$ cat src/rtl/id_hazard_ctrl.sv
// Decode-stage hazard/redirect controller: tracks in-flight register writes in EX/MEM/WB,
// stalls on load-use and JALR dependencies, sequences jump/branch redirects and counts stalls.
module id_hazard_ctrl #(
  parameter int unsigned CNT_W = 16
) (
  input  logic             clk,
  input  logic             rst,
  input  logic             id_valid,
  input  logic [4:0]       id_rs1,
  input  logic [4:0]       id_rs2,
  input  logic             id_use_rs1,
  input  logic             id_use_rs2,
  input  logic [4:0]       id_rd,
  input  logic             id_wr_rd,
  input  logic             id_is_load,
  input  logic             id_jmp,
  input  logic [1:0]       id_jb_sel,
  input  logic             ex_br_taken,
  input  logic             mem_stall,
  output logic             stall_if_id,
  output logic             bubble_id_ex,
  output logic             flush_if_id,
  output logic             flush_id_ex,
  output logic             pc_sel_jmp,
  output logic             pc_sel_br,
  output logic             freeze,
  output logic [CNT_W-1:0] stall_cnt
);

  logic             ex_v_q, ex_v_d, ex_ld_q, ex_ld_d;
  logic [4:0]       ex_rd_q, ex_rd_d;
  logic             mem_v_q, mem_v_d;
  logic [4:0]       mem_rd_q, mem_rd_d;
  logic             wb_v_q, wb_v_d;
  logic [4:0]       wb_rd_q, wb_rd_d;
  logic [CNT_W-1:0] cnt_q, cnt_d;

  logic rs1_ex, rs2_ex, rs1_mem, rs1_wb;
  logic load_use, jalr_dep, hazard;
  logic br_redirect, jmp_redirect, hz_stall;

  always_comb begin
    rs1_ex  = ex_v_q  && id_use_rs1 && (id_rs1 != 5'd0) && (id_rs1 == ex_rd_q);
    rs2_ex  = ex_v_q  && id_use_rs2 && (id_rs2 != 5'd0) && (id_rs2 == ex_rd_q);
    rs1_mem = mem_v_q && id_use_rs1 && (id_rs1 != 5'd0) && (id_rs1 == mem_rd_q);
    rs1_wb  = wb_v_q  && id_use_rs1 && (id_rs1 != 5'd0) && (id_rs1 == wb_rd_q);

    load_use = id_valid && ex_ld_q && (rs1_ex || rs2_ex);
    // WB must also match: the regfile write lands too late for a same-cycle read.
    jalr_dep = id_valid && id_jmp && (id_jb_sel == 2'b10) && (rs1_ex || rs1_mem || rs1_wb);
    hazard   = load_use || jalr_dep;

    br_redirect  = !rst && ex_br_taken && !mem_stall;
    hz_stall     = !rst && hazard && !br_redirect && !mem_stall;
    jmp_redirect = !rst && id_valid && id_jmp && !hazard && !br_redirect && !mem_stall;

    freeze       = !rst && mem_stall;
    pc_sel_br    = br_redirect;
    flush_id_ex  = br_redirect;
    stall_if_id  = hz_stall;
    bubble_id_ex = hz_stall;
    pc_sel_jmp   = jmp_redirect;
    flush_if_id  = br_redirect || jmp_redirect;
    stall_cnt    = cnt_q;
  end

  always_comb begin
    ex_v_d   = ex_v_q;
    ex_rd_d  = ex_rd_q;
    ex_ld_d  = ex_ld_q;
    mem_v_d  = mem_v_q;
    mem_rd_d = mem_rd_q;
    wb_v_d   = wb_v_q;
    wb_rd_d  = wb_rd_q;
    cnt_d    = cnt_q;
    if (!freeze) begin
      wb_v_d   = mem_v_q;
      wb_rd_d  = mem_rd_q;
      mem_v_d  = ex_v_q;
      mem_rd_d = ex_rd_q;
      ex_v_d   = id_valid && id_wr_rd && (id_rd != 5'd0) && !bubble_id_ex && !flush_id_ex;
      ex_rd_d  = id_rd;
      ex_ld_d  = id_is_load;
    end
    if ((stall_if_id || freeze) && (cnt_q != {CNT_W{1'b1}})) begin
      cnt_d = cnt_q + 1'b1;
    end
  end

  always_ff @(posedge clk) begin
    if (rst) begin
      ex_v_q   <= 1'b0;
      ex_rd_q  <= 5'd0;
      ex_ld_q  <= 1'b0;
      mem_v_q  <= 1'b0;
      mem_rd_q <= 5'd0;
      wb_v_q   <= 1'b0;
      wb_rd_q  <= 5'd0;
      cnt_q    <= '0;
    end else begin
      ex_v_q   <= ex_v_d;
      ex_rd_q  <= ex_rd_d;
      ex_ld_q  <= ex_ld_d;
      mem_v_q  <= mem_v_d;
      mem_rd_q <= mem_rd_d;
      wb_v_q   <= wb_v_d;
      wb_rd_q  <= wb_rd_d;
      cnt_q    <= cnt_d;
    end
  end

endmodule
$ cat config.mk
export PLATFORM = sky130hd
export DESIGN_NAME = id_hazard_ctrl
export DESIGN_NICKNAME = d
export VERILOG_FILES = /design/src/rtl/id_hazard_ctrl.sv
export SDC_FILE = /design/constraint.sdc
export NUM_CORES = 1
export LEC_CHECK = 0
export CAP_MARGIN = 15
export CORE_UTILIZATION = 52
export CTS_CLUSTER_DIAMETER = 150
export DETAILED_ROUTE_END_ITERATION = 10
export PLACE_DENSITY = 0.93
export SLEW_MARGIN = 40
export SYNTH_ARGS = -nofsm -noshare
export SYNTH_HDL_FRONTEND = slang
export SYNTH_SLANG_ARGS = --single-unit
$ cat constraint.sdc
create_clock -name clk -period 6.89 [get_ports clk]
set_clock_uncertainty 0.2 [all_clocks]
set_input_delay 1.378 -clock clk [delete_from_list [all_inputs] [get_ports clk]]
set_output_delay 1.378 -clock clk [all_outputs]
set_load 0.05 [all_outputs]
# Yosys cells after proc, flatten, opt, wreduce, memory -nomap -nowiden
# Cells that the tools add are included.
totals:
  regBits: 35
op_classes:
  n_addsub: 1
  eq_ne: 6
  reduce_logical: 47
op_table:
  columns: ["op", "n"]
  rows:
  - ["$logic_and 1x1->1", 33]
  - ["$eq 5x5->1", 4]
  - ["$add 16x1->16 const B", 1]
  - ["$ne 16x16->1 const B", 1]
  - ["$reduce_bool 5->1", 3]
  - ["$logic_or 1x1->1", 6]
  - ["$logic_not 1->1", 5]
  - ["$eq 2x2->1 const B", 1]

# Logic depth before layout (Yosys ltp)
depth:
  depth_word: 13
  ltp_mapped: 7
  mapped_depth_nobuf: 7

# Least setup slack after synthesis
# Ideal clock, no wire load.
synth_timing:
  kind: "input to output"
  from: "in id_rs1[0]"
  to: "out pc_sel_jmp"
  arrival_time_ps: 3891
  required_ps: 5312
  setup_slack_ps: 1421
  path_stages: 7
  n_path_buf: 0
  path_cell_list: "or4_1 > o21ai_1 > inv_1 > o211ai_1 > and2_1 > nand3_1 > nor4_1"
synth_between:
  elab_chain_len: 11
  word_cells_on_any_way: 20
synth_rtl:
  columns: ["item", "line_no", "rtl"]
  rows:
  - ["start: declaration", "9", "input logic [4:0] id_rs1,"]
  - ["$reduce_bool 5->1", "43, 45, 46", null]
  - ["$logic_and 1x1->1 (on tied branches) (2 in a row)", "43, 45", null]
  - ["$logic_or 1x1->1 (2 in a row)", "50", "jalr_dep = id_valid && id_jmp && (id_jb_sel == 2'b10) && (rs1_ex || rs1_mem || rs1_wb);"]
  - ["$logic_and 1x1->1", "50", null]
  - ["$logic_or 1x1->1 (*)", "51", "hazard = load_use || jalr_dep;"]
  - ["$logic_not 1->1 (*)", "55", "jmp_redirect = !rst && id_valid && id_jmp && !hazard && !br_redirect && !mem_stall;"]
  - ["$logic_and 1x1->1 (*) (3 in a row)", "55", null]
  - ["end: declaration", "24", "output logic pc_sel_jmp,"]
# Every way passes the cells marked *; elsewhere a longest branch is shown, timed or not.

# Worst setup path after layout
# Ends and elaborated chain as after synthesis.

==> results.cfg <==
[outcome]
status = finished, final reports clean

[synth]
synth_compound_area_frac = 0.137
synth_top_family_by_area = simple AND/OR/NAND/NOR gates
synth-xor-area-share = 0.112
yosysSeqAreaShare = 0.357
syn-num-nets = 240
avgSynthCellArea_sq_um = 9.25
async_reset_ff_frac = 0
syn_area_sq_um = 1960
syn_inst = 212
synthAdderAreaFrac = 0.00638
ys_ff_latch = 35
synth_edf_count = 0
dominantRegCellSynth = dfxtp_1
ys_warn_count = 0
synth_mux_area_frac = 0.124
ys_types = 47
yosys.area_share.simple = 0.235

[placement]
numPortBuffers = 49
place_inst = 299
place_congestion = 0.803
dp_hpwl_um = 3090
pre_cts_ws_ps = 1240

[critical_path]
start_kind = input pin
reg2reg_to = stall_cnt[9]
cp-end-kind = primary output
r2r-start = ex_rd_q[0]
r2r_setup_slack_ps = 4300
critPathMaxStageDelay_ps = 850
required_ps = 5310
path_class = input pin to primary output
crit_slowest_cell = clkdlybuf4s50_1
critPathMostFrequentCell = clkdlybuf4s50_1
path_cells = clkdlybuf4s50_1 -> or4_1 -> o21ai_1 -> inv_1 -> o211ai_1 -> and2_1 -> nand3_1 -> nor4_1 -> clkdlybuf4s50_1
crit_arrival_ps = 4090
r2r_cells = 6
cp_max_fo = 4

[cells_and_area]
drive_gt1_frac = 0.0805
diodes = 0
fill_cells = 268
area_growth_pct = 30.6
final_cells = 307
nNetsFinal = 288

[timing]
rsz0062_at_grt = false
holdWs_ps = 315
fmax_mhz = 177
period_minus_slack_ps = 5660
slew_violations = 0
relSlewSlack = 0.640
setup-tns-final_ps = 0
setup_viol = 0
hold_viol = 0
fin_crit_sh = 0.822
worst_slack_ps = 1230
worst_slew_pin_slew_ps = 539

[pwr]
p_sw_frac = 0.259
finalPower_uw = 418
p_per_area_nw_per_um2 = 163
internal-power_uw = 310
leakage_nw = 0.990
power.net_switching_uw = 108
p_seq_frac = 0.508
combPwrFrac = 0.159
ir_worst_vdd_mv = 0.133
pwr-share-clk = 0.333

[drt]
routed_via_density = 5.59
drc_errors = 0
drt_iter0_drc = 110
ant_nets = 0
wl_per_cell_um = 14.0
dr.pass1.iters = 4
wirelength_um = 4290
vias = 1715

[clock_tree]
htreeDepth = 2
cts-resized-gates = 0
cts.sinks = 35
holdBufCountCts = 0
clock_latency_ps = 290
clock-root-buffer = clkbuf_8
postCtsSetupBuffers = 0
path_clk_slew_ps = 60
cts_tree = yes
cts_buffer_depth = 2
cts-buffers-inserted = 5

[floorplan]
die_h_um = 63.4
io_pins = 50
rows = 21
die_area_sq_um = 4020
initial_core_util = 0.565
die_w_um = 63.4
core_sq_um = 3470

[grt]
grt_pass1_wl_um = 7330
antenna_found_initial = 0
grt-ovfl-total = 0
grt_start_max_net_pins = 46
grt_pass1_vias = 1603
grt_util_all_layers = 0.237

[min_path]
min_to = stall_cnt[4]
hp-start = stall_cnt[4]
holdPathStages = 1
hp-class = register to register

[flow_run]
max_cap_violations = 0
==> layout make-up <==
class	count	area, sq um	area share
Timing Repair Buffer	51	505	0.197
Clock buffer	7	76.3	0.0298
Multi-Input combinational cell	164	1200	0.470
Tap cell	46	57.6	0.0225
Inverter	3	11.3	0.00440
Clock inverter	1	5.00	0.00196
Sequential cell	35	701	0.274
==> metrics by stage <==
stage,util,instance area [sq um]
finish,0.738,2560
global route,0.738,2560
CTS,0.738,2560
detailed placement,0.715,2480
global placement,0.715,2480
floorplan,-,1960
==> flip-flops by register name, indices dropped and copies added (netlist names) <==
name and count:
wb_v_q 1, mem_rd_q 5, stall_cnt 16, ex_rd_q 5, ex_ld_q 1, wb_rd_q 5
ex_v_q 1, mem_v_q 1
==> power by group through the flow <==
stage	sequential (mW)	combinational [mW]	clock [mW]
2_1_floorplan	0.218	0.0373	0
3_3_place_gp	0.217	0.0648	0
3_5_place_dp	0.217	0.0661	0
4_1_cts	0.213	0.0668	0.142
5_1_grt	0.213	0.0717	0.153
6_report	0.213	0.0667	0.139
==> kinds of logic (layout without fill, tap and decap cells) <==
kind of cell    after synthesis  after routing
mux                          24             24
fa+ha+maj                     1              1
simple gates                 87             87
buf+inv                      13             62
flops                        35             35
xor+xnor                     25             25
compound gates               27             27
==> how the worst max path moves through the flow <==
| stage | from | endpoint | slack [ps] | cells past startpoint |
|---|---|---|---|---|
| finish | id_rs1[0] | pc_sel_jmp | 1230 | 9 |
| global route | id_rs1[0] | pc_sel_jmp | 1050 | 9 |
| CTS | id_rs1[0] | pc_sel_jmp | 1230 | 9 |
| detailed placement | id_rs1[0] | pc_sel_jmp | 1240 | 9 |
| global placement | id_rs1[0] | pc_sel_jmp | 1280 | 9 |
| floorplan | id_rs1[0] | pc_sel_jmp | 1420 | 7 |
==> cells in the mapped netlist, types with 2 or more instances <==
library cell,instances,area [sq um]
nor2_1,33,124
nand3_1,9,45.0
nor3_1,3,15.0
a31o_2,2,17.5
or4_1,2,15.0
xnor2_1,15,131
mux2_1,3,33.8
nand4_1,4,25.0
xor2_1,10,87.6
nand2b_1,4,25.0
and3_1,6,37.5
nor2b_1,7,43.8
and2_1,3,18.8
mux2i_1,21,210
a211oi_1,3,22.5
dfxtp_1,35,701
a21o_1,2,15.0
and4_1,2,17.5
nor4_1,2,12.5
nand2_1,6,22.5
clkbuf_1,7,26.3
buf_4,2,15.0
a21oi_1,5,25.0
inv_1,3,11.3
==> layout by cell type, fill, tap and decap left out, drive strengths merged, types with 7 or more instances in the layout <==
cell type | synthesis | final
xor2 | 10 | 10
nor2 | 33 | 33
clkbuf | 7 | 7
nor2b | 7 | 7
xnor2 | 15 | 15
clkdlybuf4s50 | 0 | 49
nand3 | 9 | 9
and3 | 7 | 7
mux2i | 21 | 21
dfxtp | 35 | 35
==> critical path: cells and delay by family <==
family                 cells  cell delay (ps)
and+or+nand+nor            4             1070
buffers and inverters      3             1430
AOI/OAI and AO/OA          2              200
==> routing by layer <==
layer | vias up | global-route usage | routed length (um)
met2 | 50 | 0.368 | 1960
met5 | - | 0 | 0
met3 | 12 | 0.0743 | 217
li1 | 846 | - | -
met1 | 807 | 0.296 | 2000
met4 | 0 | 0.111 | 112
(Power assumes the default switching activity.)
